File: config.mk
export PLATFORM = sky130hd
export DESIGN_NAME = sprite_compositor_flat
export DESIGN_NICKNAME = d
export VERILOG_FILES = /design/src/rtl/sprite_compositor_pkg.sv /design/src/rtl/sprite_compositor_if.sv /design/src/rtl/sprite_compositor_addr.sv /design/src/rtl/sprite_compositor.sv /design/src/flat_wrapper.sv
export SDC_FILE = /design/constraint.sdc
export NUM_CORES = 1
export LEC_CHECK = 0
export BUFFER_PORTS_ARGS = -buffer_cell sky130_fd_sc_hd__buf_4
export CAP_MARGIN = 20
export CORE_ASPECT_RATIO = 0.5
export CORE_MARGIN = 1
export CORE_UTILIZATION = 30
export DETAILED_ROUTE_END_ITERATION = 7
export PLACE_DENSITY_LB_ADDON = 0.15
export SETUP_SLACK_MARGIN = 0.05
export SLEW_MARGIN = 40
export SYNTH_ARGS = -nofsm -noshare
export SYNTH_HDL_FRONTEND = slang
export SYNTH_HIERARCHICAL = 1
export SYNTH_SLANG_ARGS = --single-unit
File: constraint.sdc
create_clock -name clk -period 3.2 [get_ports clk]
set_input_delay 0.16 -clock clk [delete_from_list [all_inputs] [get_ports clk]]
set_output_delay 0.16 -clock clk [all_outputs]
set_load 0.005 [all_outputs]
File: src/rtl/sprite_compositor_pkg.sv
// Shared constants for the sprite compositor: colour keys, rotation codes and
// the default sprite geometry.
package sprite_compositor_pkg;

    localparam int SPR_DIM_DEF = 32;
    localparam int COLOR_W_DEF = 12;

    localparam logic [11:0] COLOR_WALL  = 12'hfff;
    localparam logic [11:0] COLOR_BEAN  = 12'hff0;
    localparam logic [11:0] COLOR_BLACK = 12'h000;

    // Orientation codes: the first term names the address major axis.
    typedef enum logic [1:0] {
        ROT_DX_DY   = 2'b00,
        ROT_DX_FLIP = 2'b01,
        ROT_DY_DX   = 2'b10,
        ROT_DY_FLIP = 2'b11
    } rot_e;

endpackage

File: src/rtl/sprite_compositor_if.sv
// Pixel-stream, sprite-configuration and texel-ROM bundle of the compositor.
interface sprite_compositor_if #(
    parameter int NUM_SPR = 4,
    parameter int SPR_DIM = 32,
    parameter int COLOR_W = 12
) ();
    localparam int AW = 2 * $clog2(SPR_DIM);

    logic                      pix_en;
    logic [9:0]                col_addr;
    logic [8:0]                row_addr;
    logic                      frame_start;
    logic [NUM_SPR*10-1:0]     spr_x;
    logic [NUM_SPR*9-1:0]      spr_y;
    logic [NUM_SPR-1:0]        spr_en;
    logic [NUM_SPR-1:0]        spr_blink;
    logic [NUM_SPR*2-1:0]      spr_rot;
    logic                      is_wall;
    logic                      is_bean;
    logic                      over;
    logic [NUM_SPR*AW-1:0]     rom_addr;
    logic [NUM_SPR*COLOR_W-1:0] rom_data;
    logic [COLOR_W-1:0]        pix_color;
    logic                      pix_valid;

    modport master (
        output pix_en, col_addr, row_addr, frame_start, spr_x, spr_y, spr_en,
               spr_blink, spr_rot, is_wall, is_bean, over, rom_data,
        input  rom_addr, pix_color, pix_valid
    );

    modport slave (
        input  pix_en, col_addr, row_addr, frame_start, spr_x, spr_y, spr_en,
               spr_blink, spr_rot, is_wall, is_bean, over, rom_data,
        output rom_addr, pix_color, pix_valid
    );

endinterface

File: src/rtl/sprite_compositor_addr.sv
// Per-sprite hit test and texel address generation for one raster coordinate.
module sprite_addr_gen
    import sprite_compositor_pkg::*;
#(
    parameter int SPR_DIM = SPR_DIM_DEF
) (
    input  logic [9:0]                    i_col,
    input  logic [8:0]                    i_row,
    input  logic [9:0]                    i_x,
    input  logic [8:0]                    i_y,
    input  logic                          i_en,
    input  logic                          i_hide,
    input  logic [1:0]                    i_rot,
    output logic                          o_hit,
    output logic [2*$clog2(SPR_DIM)-1:0]  o_addr
);
    localparam int LW = $clog2(SPR_DIM);

    logic signed [10:0] w_dx;
    logic signed [9:0]  w_dy;
    logic               w_in_x;
    logic               w_in_y;
    logic [LW-1:0]      w_dxl;
    logic [LW-1:0]      w_dyl;

    // One extra bit keeps a coordinate left of / above the sprite negative.
    assign w_dx   = $signed({1'b0, i_col}) - $signed({1'b0, i_x});
    assign w_dy   = $signed({1'b0, i_row}) - $signed({1'b0, i_y});
    assign w_in_x = !w_dx[10] && (w_dx[9:LW] == '0);
    assign w_in_y = !w_dy[9]  && (w_dy[8:LW] == '0);
    assign w_dxl  = w_dx[LW-1:0];
    assign w_dyl  = w_dy[LW-1:0];
    assign o_hit  = i_en && !i_hide && w_in_x && w_in_y;

    always_comb begin
        case (rot_e'(i_rot))
            ROT_DX_DY:   o_addr = {w_dxl, w_dyl};
            ROT_DX_FLIP: o_addr = {w_dxl, ~w_dyl};
            ROT_DY_DX:   o_addr = {w_dyl, w_dxl};
            default:     o_addr = {w_dyl, ~w_dxl};
        endcase
    end

endmodule

File: src/rtl/sprite_compositor.sv
// Two-stage sprite compositor: shadowed sprite state, ROM address / hit stage,
// then priority colour selection over wall, sprites and bean.
module sprite_compositor
    import sprite_compositor_pkg::*;
#(
    parameter int                 NUM_SPR      = 4,
    parameter int                 SPR_DIM      = SPR_DIM_DEF,
    parameter int                 COLOR_W      = COLOR_W_DEF,
    parameter logic [COLOR_W-1:0] TRANSP       = '0,
    parameter int                 BLINK_FRAMES = 16
) (
    input logic                clk,
    input logic                rst,
    sprite_compositor_if.slave bus
);
    localparam int AW  = 2 * $clog2(SPR_DIM);
    localparam int FCW = (BLINK_FRAMES > 1) ? $clog2(BLINK_FRAMES) : 1;

    logic [NUM_SPR*10-1:0] r_spr_x;
    logic [NUM_SPR*9-1:0]  r_spr_y;
    logic [NUM_SPR-1:0]    r_spr_en;
    logic [NUM_SPR-1:0]    r_spr_blink;
    logic [NUM_SPR*2-1:0]  r_spr_rot;
    logic [FCW-1:0]        r_fcnt;
    logic                  r_blink_phase;

    logic [NUM_SPR*AW-1:0] w_addr;
    logic [NUM_SPR-1:0]    w_hit;

    logic [NUM_SPR*AW-1:0] r_addr_p1;
    logic [NUM_SPR-1:0]    r_hit_p1;
    logic                  r_wall_p1, r_bean_p1, r_over_p1, r_vld_p1;

    logic                  w_spr_found;
    logic [COLOR_W-1:0]    w_spr_texel;
    logic [COLOR_W-1:0]    w_color;
    logic [COLOR_W-1:0]    r_color_p2;
    logic                  r_vld_p2;

    always_ff @(posedge clk) begin
        if (rst) begin
            r_spr_x       <= '0;
            r_spr_y       <= '0;
            r_spr_en      <= '0;
            r_spr_blink   <= '0;
            r_spr_rot     <= '0;
            r_fcnt        <= '0;
            r_blink_phase <= 1'b0;
        end else if (bus.frame_start) begin
            r_spr_x     <= bus.spr_x;
            r_spr_y     <= bus.spr_y;
            r_spr_en    <= bus.spr_en;
            r_spr_blink <= bus.spr_blink;
            r_spr_rot   <= bus.spr_rot;
            if (r_fcnt == FCW'(BLINK_FRAMES - 1)) begin
                r_fcnt        <= '0;
                r_blink_phase <= ~r_blink_phase;
            end else begin
                r_fcnt <= r_fcnt + 1'b1;
            end
        end
    end

    for (genvar g = 0; g < NUM_SPR; g++) begin : gen_spr
        sprite_addr_gen #(.SPR_DIM(SPR_DIM)) u_addr (
            .i_col  (bus.col_addr),
            .i_row  (bus.row_addr),
            .i_x    (r_spr_x[g*10 +: 10]),
            .i_y    (r_spr_y[g*9 +: 9]),
            .i_en   (r_spr_en[g]),
            .i_hide (r_spr_blink[g] & r_blink_phase),
            .i_rot  (r_spr_rot[g*2 +: 2]),
            .o_hit  (w_hit[g]),
            .o_addr (w_addr[g*AW +: AW])
        );
    end

    // While stalled the ROM keeps re-reading the stage-1 address so its data holds.
    assign bus.rom_addr = bus.pix_en ? w_addr : r_addr_p1;

    // Stage 1: address, hit vector and background flags
    always_ff @(posedge clk) begin
        if (rst) begin
            r_addr_p1 <= '0;
            r_hit_p1  <= '0;
            r_wall_p1 <= 1'b0;
            r_bean_p1 <= 1'b0;
            r_over_p1 <= 1'b0;
            r_vld_p1  <= 1'b0;
        end else if (bus.pix_en) begin
            r_addr_p1 <= w_addr;
            r_hit_p1  <= w_hit;
            r_wall_p1 <= bus.is_wall;
            r_bean_p1 <= bus.is_bean;
            r_over_p1 <= bus.over;
            r_vld_p1  <= 1'b1;
        end
    end

    always_comb begin
        w_spr_found = 1'b0;
        w_spr_texel = '0;
        for (int i = NUM_SPR - 1; i >= 0; i--) begin
            if (r_hit_p1[i] && (bus.rom_data[i*COLOR_W +: COLOR_W] != TRANSP)) begin
                w_spr_found = 1'b1;
                w_spr_texel = bus.rom_data[i*COLOR_W +: COLOR_W];
            end
        end
        if (r_over_p1)        w_color = COLOR_W'(COLOR_BLACK);
        else if (r_wall_p1)   w_color = COLOR_W'(COLOR_WALL);
        else if (w_spr_found) w_color = w_spr_texel;
        else if (r_bean_p1)   w_color = COLOR_W'(COLOR_BEAN);
        else                  w_color = COLOR_W'(COLOR_BLACK);
    end

    // Stage 2: composited colour
    always_ff @(posedge clk) begin
        if (rst) begin
            r_color_p2 <= '0;
            r_vld_p2   <= 1'b0;
        end else if (bus.pix_en) begin
            r_color_p2 <= w_color;
            r_vld_p2   <= r_vld_p1;
        end
    end

    assign bus.pix_color = r_color_p2;
    assign bus.pix_valid = r_vld_p2;

endmodule

File: src/flat_wrapper.sv
// flat-port wrapper written by rule: the top's interface ports become plain ports
module sprite_compositor_flat import sprite_compositor_pkg::*;
#(
    parameter int                 NUM_SPR      = 4,
    parameter int                 SPR_DIM      = SPR_DIM_DEF,
    parameter int                 COLOR_W      = COLOR_W_DEF,
    parameter logic [COLOR_W-1:0] TRANSP       = '0,
    parameter int                 BLINK_FRAMES = 16
)
  (clk, rst, bus_pix_en, bus_col_addr, bus_row_addr, bus_frame_start, bus_spr_x, bus_spr_y, bus_spr_en, bus_spr_blink, bus_spr_rot, bus_is_wall, bus_is_bean, bus_over, bus_rom_data, bus_rom_addr, bus_pix_color, bus_pix_valid);
  sprite_compositor_if #(.NUM_SPR(NUM_SPR), .SPR_DIM(SPR_DIM), .COLOR_W(COLOR_W)) bus_i ();
  input logic clk;
  input logic rst;
  input wire logic [$bits(bus_i.pix_en)-1:0] bus_pix_en;
  input wire logic [$bits(bus_i.col_addr)-1:0] bus_col_addr;
  input wire logic [$bits(bus_i.row_addr)-1:0] bus_row_addr;
  input wire logic [$bits(bus_i.frame_start)-1:0] bus_frame_start;
  input wire logic [$bits(bus_i.spr_x)-1:0] bus_spr_x;
  input wire logic [$bits(bus_i.spr_y)-1:0] bus_spr_y;
  input wire logic [$bits(bus_i.spr_en)-1:0] bus_spr_en;
  input wire logic [$bits(bus_i.spr_blink)-1:0] bus_spr_blink;
  input wire logic [$bits(bus_i.spr_rot)-1:0] bus_spr_rot;
  input wire logic [$bits(bus_i.is_wall)-1:0] bus_is_wall;
  input wire logic [$bits(bus_i.is_bean)-1:0] bus_is_bean;
  input wire logic [$bits(bus_i.over)-1:0] bus_over;
  input wire logic [$bits(bus_i.rom_data)-1:0] bus_rom_data;
  output wire logic [$bits(bus_i.rom_addr)-1:0] bus_rom_addr;
  output wire logic [$bits(bus_i.pix_color)-1:0] bus_pix_color;
  output wire logic [$bits(bus_i.pix_valid)-1:0] bus_pix_valid;
  assign bus_i.pix_en = bus_pix_en;
  assign bus_i.col_addr = bus_col_addr;
  assign bus_i.row_addr = bus_row_addr;
  assign bus_i.frame_start = bus_frame_start;
  assign bus_i.spr_x = bus_spr_x;
  assign bus_i.spr_y = bus_spr_y;
  assign bus_i.spr_en = bus_spr_en;
  assign bus_i.spr_blink = bus_spr_blink;
  assign bus_i.spr_rot = bus_spr_rot;
  assign bus_i.is_wall = bus_is_wall;
  assign bus_i.is_bean = bus_is_bean;
  assign bus_i.over = bus_over;
  assign bus_i.rom_data = bus_rom_data;
  assign bus_rom_addr = bus_i.rom_addr;
  assign bus_pix_color = bus_i.pix_color;
  assign bus_pix_valid = bus_i.pix_valid;
  sprite_compositor #(.NUM_SPR(NUM_SPR), .SPR_DIM(SPR_DIM), .COLOR_W(COLOR_W), .TRANSP(TRANSP), .BLINK_FRAMES(BLINK_FRAMES)) u_core (.clk(clk), .rst(rst), .bus(bus_i));
endmodule
# After elaboration in Yosys (flattened, before gate mapping)
# Index checks and enable logic that the tools add are counted.
[word_totals] output_inout_bits=53 ff_bits=158 input_bits=166
[classes] muxes=18 reduce_logical=53 add_sub_neg=9 n_bitwise=13 eq_ne=9
[op_table] operator="one-hot mux 10 bit (3 select lines)" count=4
[op_table] operator="two-way mux 12 bit" count=8
[op_table] operator="nonzero test 12 bit" count=4
[op_table] operator="subtractor 10 x 10 -> 11 bit" count=4
[op_table] operator="two-way mux 40 bit" count=1
[op_table] operator="NOT 5 bit" count=8
[op_table] operator="subtractor 9 x 9 -> 10 bit" count=4
[op_table] operator="logical AND 1 bit" count=24
[op_table] operator="zero test 5 bit" count=4
[op_table] operator="zero test 4 bit" count=4
[op_table] operator="zero test 1 bit" count=12
[op_table] operator="== test 2 x 1 -> 1 bit (second input constant)" count=4
[op_table] operator="== test 2 bit (second input constant)" count=4
[op_table] operator="zero test 2 bit" count=4
[op_table] operator="adder 4 x 1 -> 4 bit (second input constant)" count=1
[op_table] operator="bitwise AND 1 bit" count=4
[op_table] operator="== test 4 bit (second input constant)" count=1
[op_table] operator="two-way mux 1 bit" count=4
[op_table] operator="two-way mux 4 bit" count=1
[op_table] operator="AND reduction 2 bit" count=1
[op_table] operator="NOT 1 bit" count=1

# Logic depth before layout (Yosys ltp)
[depth] ltp_word=9 mapped_depth=11

# By module
# Netlist, hierarchy kept.
[by_module_without_submodules] module="sprite_compositor" area_per_inst_um2=6412.4 instances=1 cells_each=625 seq_area_each_um2=3163.0
[by_module_without_submodules] module="sprite_addr_gen at u_core.gen_spr[1].u_addr ..." area_per_inst_um2=1052.3 instances=2 cells_each=143 seq_area_each_um2=0.0
[by_module_without_submodules] module="sprite_addr_gen at u_core.gen_spr[0].u_addr" area_per_inst_um2=1191.1 instances=1 cells_each=163 seq_area_each_um2=0.0
[by_module_without_submodules] module="sprite_addr_gen at u_core.gen_spr[3].u_addr" area_per_inst_um2=1152.4 instances=1 cells_each=167 seq_area_each_um2=0.0

# Worst setup path before layout
# OpenSTA, ideal clock, no wires.
[synth_timing] path_type="flip-flop to flip-flop" startpoint="reg u_core.r_spr_y[27]" endpoint="reg u_core.r_addr_p1[34]" setup_time_ns=0.128 path_stages_with_launch=11 required_ns=3.072 path_slack_ns=0.943 t_arrival_ns=2.129 path_cell_list="dfxtp_1 > ha_1 > fa_1 > nand2b_1 > a21oi_1 > xor2_1 > nand2_1 > o21a_1 > xnor2_1 > mux2_2 > nor2b_1"
[synth_between] elab_chain_cells=4
[synth_rtl] item="from (decl)" line_no="sprite_compositor.sv:20" source="logic [NUM_SPR*9-1:0] r_spr_y;"
[synth_rtl] item="from (signal assigned)" line_no="sprite_compositor.sv:51" source="r_spr_y <= bus.spr_y;"
[synth_rtl] item="subtractor 9 x 9 -> 10 bit (*)" line_no="sprite_compositor_addr.sv:28" source="assign w_dy = $signed({1'b0, i_row}) - $signed({1'b0, i_y});"
[synth_rtl] item="NOT 5 bit" line_no="sprite_compositor_addr.sv:38" source="ROT_DX_FLIP: o_addr = {w_dxl, ~w_dyl};"
[synth_rtl] item="one-hot mux 10 bit (3 select lines) (*)" line_no="sprite_compositor_addr.sv:36" source="case (rot_e'(i_rot))"
[synth_rtl] item="net u_core.w_addr[34]" line_no="sprite_compositor.sv:27" source="logic [NUM_SPR*AW-1:0] w_addr;"
[synth_rtl] item="two-way mux 40 bit (*)"
[synth_rtl] item="net bus_rom_addr[34]" line_no="flat_wrapper.sv:27" source="output wire logic [$bits(bus_i.rom_addr)-1:0] bus_rom_addr;"
[synth_rtl] item="to (signal assigned)" line_no="sprite_compositor.sv:91" source="r_addr_p1 <= w_addr;"
[synth_rtl] item="to (decl)" line_no="sprite_compositor.sv:30" source="logic [NUM_SPR*AW-1:0] r_addr_p1;"
# The timed path passes the listed nets; every way through them passes the cells marked *.
# A chain may end at the register's enable or synchronous reset.

# Worst setup path in the final report
[layout_timing] startpoint="reg u_core.r_spr_y[27]" endpoint="out bus_rom_addr[34]"
[layout_between] elab_chain_cells=4
[layout_rtl] item="subtractor 9 x 9 -> 10 bit (*)" line_no="sprite_compositor_addr.sv:28"
[layout_rtl] item="NOT 5 bit" line_no="sprite_compositor_addr.sv:38"
[layout_rtl] item="one-hot mux 10 bit (3 select lines) (*)" line_no="sprite_compositor_addr.sv:36"
[layout_rtl] item="net u_core.w_addr[34]" line_no="sprite_compositor.sv:27"
[layout_rtl] item="two-way mux 40 bit (*)"
[layout_rtl] item="to (decl)" line_no="flat_wrapper.sv:27"
# Marked as above.

==> results.md <==
- The total core area is 0.0351 mm².
- After synthesis, the share of flip-flops with an asynchronous set or reset is 0.
- In the final timing run, aggregate negative setup slack is 0 ns.
- Cell internal power was estimated by the tool at 0.00420 W.
- In this run the remaining antenna-violating nets after routing total 0.
- The floorplan die area is 0.0370 mm².
- The most frequently used flop master after synthesis is sky130_fd_sc_hd__dfxtp_1.
- The clock net sink count is 158.
- In the finished design, the share of the clock period the worst path needs comes to 0.923.
- The proportion of power drawn by flip-flops and latches is 0.359.
- The antenna diode count is 0.
- sky130_fd_sc_hd__dfxtp_1 takes more of the synthesized area than any other cell.
- The number of buffers inserted by post-CTS setup repair is 0.
- The horizontal die dimension is 271 µm.
- On the final layout, the worst clock skew is 0.0110 ns.
- IR analysis of the VDD net gives a maximum drop of 0.266 mV.
- The synthesized design contains 0 enable-type register cells.
- The endpoint class of the critical path is an output pin.
- TritonCTS built the clock tree.
- Synthesis handed over a netlist of 1241 instances.
- The first detailed-routing pass ran for 5 iterations.
- The count of pins on the block boundary is 219.
- The final routed DRC violation total is 0.
- The area growth from synthesis to layout is 33.5%.
- The first global-routing pass estimated 53.5 mm of wire.
- The final layout contains routed wiring with a total length of 34.9 mm.
- In this run the deepest clock path goes through 2 buffers.
- The reported max-cap violation count is 0.
- In this run the static leakage power is 6.39 nW.
- The root buffer selected by CTS is sky130_fd_sc_hd__clkbuf_16.
- The worst hold-check path type is primary input to flip-flop.
- STA puts the critical path data required time at 3.04 ns.
- The flow ran to the end, and the final reports show no timing, DRC or antenna violations.
- The total count of hold-check failures in the final report came to 0.
- The violation count after the first detailed-routing iteration is 472.
- The highest achievable clock rate is 338 MHz.
- Of the total power, the clock network draws 0.333.
- The fraction of the yosys area taken by sequential cells is 0.291.
- The detail-routed via count per cell is 4.88.
- The clock period could shrink to 2.96 ns.
- For this run, the number of Yosys warnings is 6.
- The number of different library cells used by synthesis comes to 86.
- Setup violations remaining at the end of the flow were counted as 0.
- The analysis attributes to net switching a power of 0.00189 W.
- At the end of routability-driven placement, the weighted congestion stood at 0.889.
- The share of total power dissipated in combinational logic is 0.308.
- The endpoint arrival time on the critical path is 2.80 ns.
- After detailed routing, the average wire length per cell comes to 17.3 µm.
- The power density of the placed cells is 420 mW/mm².
- The via count of the first global-routing pass is 9784.
- Of the cells placed in the final design, the portion with a size suffix greater than 1 is 0.225.
- After clock tree synthesis, the clock-pin slew on the worst setup and hold paths is 0.07 ns.
- Setup repair after global routing left no endpoint under its margin.
- The finished cells cover 0.0145 mm².
- In the global route stage, overall resource usage came out at 0.189.
- The floorplan has 48 rows.
- The relative max-transition margin is 0.514.
- The estimated wirelength of the detail-placed design is 26.6 mm.
- At the pin with the least slew margin, the transition time is 0.729 ns.
- The routed layout has 9848 vias.
- The number of nets handed over by synthesis was 1492.
- The final layout net count is 1780.
- Entering global routing, the biggest net connects 59 pins.
- The sum of overflow across all layers after global routing is 0.
- The floorplan step set the die height to 137 µm.
- The H-tree was split into 4 levels.
- The mapped netlist covers 0.0109 mm².
- The starting density of the core is 0.310.
- Synthesis inferred 158 register bits.
- Of all nets on the critical path, the largest fanout is 3.
- The count of final max-slew check failures is 0.
- Of the total power, the share spent switching nets is 0.311.
- The worst setup path is launched from a flip-flop.
- The average footprint of a synthesized cell is 8.75 µm².
- By area the synthesized netlist is led by sky130_fd_sc_hd__dfxtp_1 (29%), sky130_fd_sc_hd__mux2i_1 (12%), sky130_fd_sc_hd__ha_1 (8.9%).
- The number of antenna violations at the first check in global routing is 0.
- The area share of the largest cell type after synthesis is 0.291.
- At the later pin of the worst-skew pair, clock insertion delay measures 0.45 ns.
- The placed instances occupy a cell area of 0.0129 mm².
- The number of buffers inserted during clock tree synthesis is 17.
- The number of buffers added on ports is 218.
- The critical path start-end classification is flip-flop to output pin.
## path summary, 6_finish.rpt
path	from	end	slack (ns)	cells past startpoint
worst max-delay path	u_core/r_spr_y[27]$_SDFFE_PP0P_	bus_rom_addr[34]	0.24	10
worst max register to register	u_core/r_spr_x[0]$_SDFFE_PP0P_	u_core/r_hit_p1[0]$_SDFFE_PP0P_	0.56	9
worst min-delay path	bus_rom_data[2]	u_core/bus.pix_color[2]$_SDFFE_PP0P_	0.09	3
worst min register to register	u_core/r_vld_p1$_SDFFE_PP0P_	u_core/r_vld_p1$_SDFFE_PP0P_	0.47	2
## area by class of cell
| class | count | area [µm²] |
|---|---|---|
| Fill cell | 3586 | 20600 |
| Multi-Input combinational cell | 925 | 7080 |
| Sequential cell | 158 | 3160 |
| Timing Repair Buffer | 323 | 2690 |
| Tap cell | 475 | 594 |
| Clock buffer | 21 | 470 |
| Inverter | 104 | 390 |
| Clock inverter | 11 | 111 |
## power by group through the flow
stage / sequential, W / clock, W / combinational, W
floorplan: 0.00219 / 0 / 0.00114
global placement: 0.00223 / 0 / 0.00176
detailed placement: 0.00223 / 0 / 0.00178
CTS: 0.00219 / 0.00210 / 0.00188
global route: 0.00220 / 0.00217 / 0.00207
finish: 0.00219 / 0.00203 / 0.00188
## routing by layer
layer	vias up	wire, µm	track usage
met5	-	0	0
met1	4664	16000	0.234
li1	4963	-	-
met2	189	16600	0.330
met3	32	1530	0.0402
met4	0	690	0.0612
## cell usage after synthesis (all sizes together), types with 4 or more instances
| master | instances |
|---|---|
| nand2b | 16 |
| clkbuf | 28 |
| a31oi | 11 |
| dfxtp | 158 |
| mux2 | 44 |
| nand2 | 60 |
| or2 | 8 |
| a41oi | 5 |
| o21ai | 42 |
| a311oi | 12 |
| buf | 26 |
| nand3 | 19 |
| nor3 | 15 |
| nor4 | 13 |
| o2111ai | 6 |
| a22o | 6 |
| a2111oi | 5 |
| a21o | 11 |
| a21boi | 4 |
| o21a | 9 |
| xnor2 | 22 |
| mux2i | 130 |
| fa | 8 |
| a32o | 6 |
| a211oi | 7 |
| and2 | 15 |
| a21oi | 52 |
| and4b | 4 |
| o31ai | 4 |
| nand3b | 4 |
| and3 | 5 |
| inv | 103 |
| a211o | 4 |
| xor2 | 30 |
| ha | 77 |
| nor2 | 147 |
| nor3b | 5 |
| or4 | 7 |
| o211ai | 10 |
| nor2b | 55 |
## worst max-delay path: stages (launching register included)
cell	delay, ns
sky130_fd_sc_hd__dfxtp_1	0.31
sky130_fd_sc_hd__ha_1	0.21
sky130_fd_sc_hd__fa_1	0.39
sky130_fd_sc_hd__nand2b_1	0.22
sky130_fd_sc_hd__a21oi_4	0.20
sky130_fd_sc_hd__xor2_2	0.25
sky130_fd_sc_hd__nand2_1	0.09
sky130_fd_sc_hd__o21a_1	0.12
sky130_fd_sc_hd__xnor2_1	0.12
sky130_fd_sc_hd__mux2_2	0.28
sky130_fd_sc_hd__buf_4	0.15
## what timing repair did
item | CTS | global route
endpoints found under the hold margin | 95 | 0
setup endpoints to repair | 0 | 1
resized for setup | 0 | 3
hold buffers | 95 | 0
## state kept, by name (all words and copies together), names as in the netlist
name,flops
u_core/r_spr_x,40
u_core/r_hit_p1,4
u_core/bus.pix_valid,1
u_core/r_spr_y,36
u_core/r_addr_p1,40
u_core/r_vld_p1,1
u_core/r_bean_p1,1
u_core/bus.pix_color,12
u_core/r_wall_p1,1
u_core/r_fcnt,4
u_core/r_blink_phase,1
u_core/r_spr_en,4
u_core/r_spr_rot,8
u_core/r_spr_blink,4
u_core/r_over_p1,1
## stage by stage
step	total power, W	std cells	hold slack (ns)	worst slack [ns]	util
after detailed placement	0.00401	1890	0.400	0.509	0.369
after CTS	0.00617	2017	0.0632	0.0506	0.413
after global placement	0.00399	1890	0.395	0.495	0.369
final	0.00609	2017	0.0884	0.245	0.413
after global routing	0.00645	2017	0.0725	0.0742	0.413
after floorplan	0.00333	1241	0.307	0.943	-
## cells in the final DEF, fill, tap and decap left out, drive strengths merged, types with 44 or more instances in the layout
master	synthesis	final
dlygate4sd3	0	95
buf	26	228
inv	103	103
a21oi	52	52
mux2	44	44
dfxtp	158	158
nor2	147	147
nor2b	55	55
mux2i	130	130
ha	77	77
nand2	60	60
## kinds of logic after synthesis
group,count (synthesis),synth area share
xor+xnor,52,0.0419
buf+inv,158,0.0589
flops,158,0.291
simple gates,390,0.187
compound gates,224,0.152
mux,174,0.165
fa+ha+maj,85,0.103
Note: power is estimated with default switching activity, not from simulation.
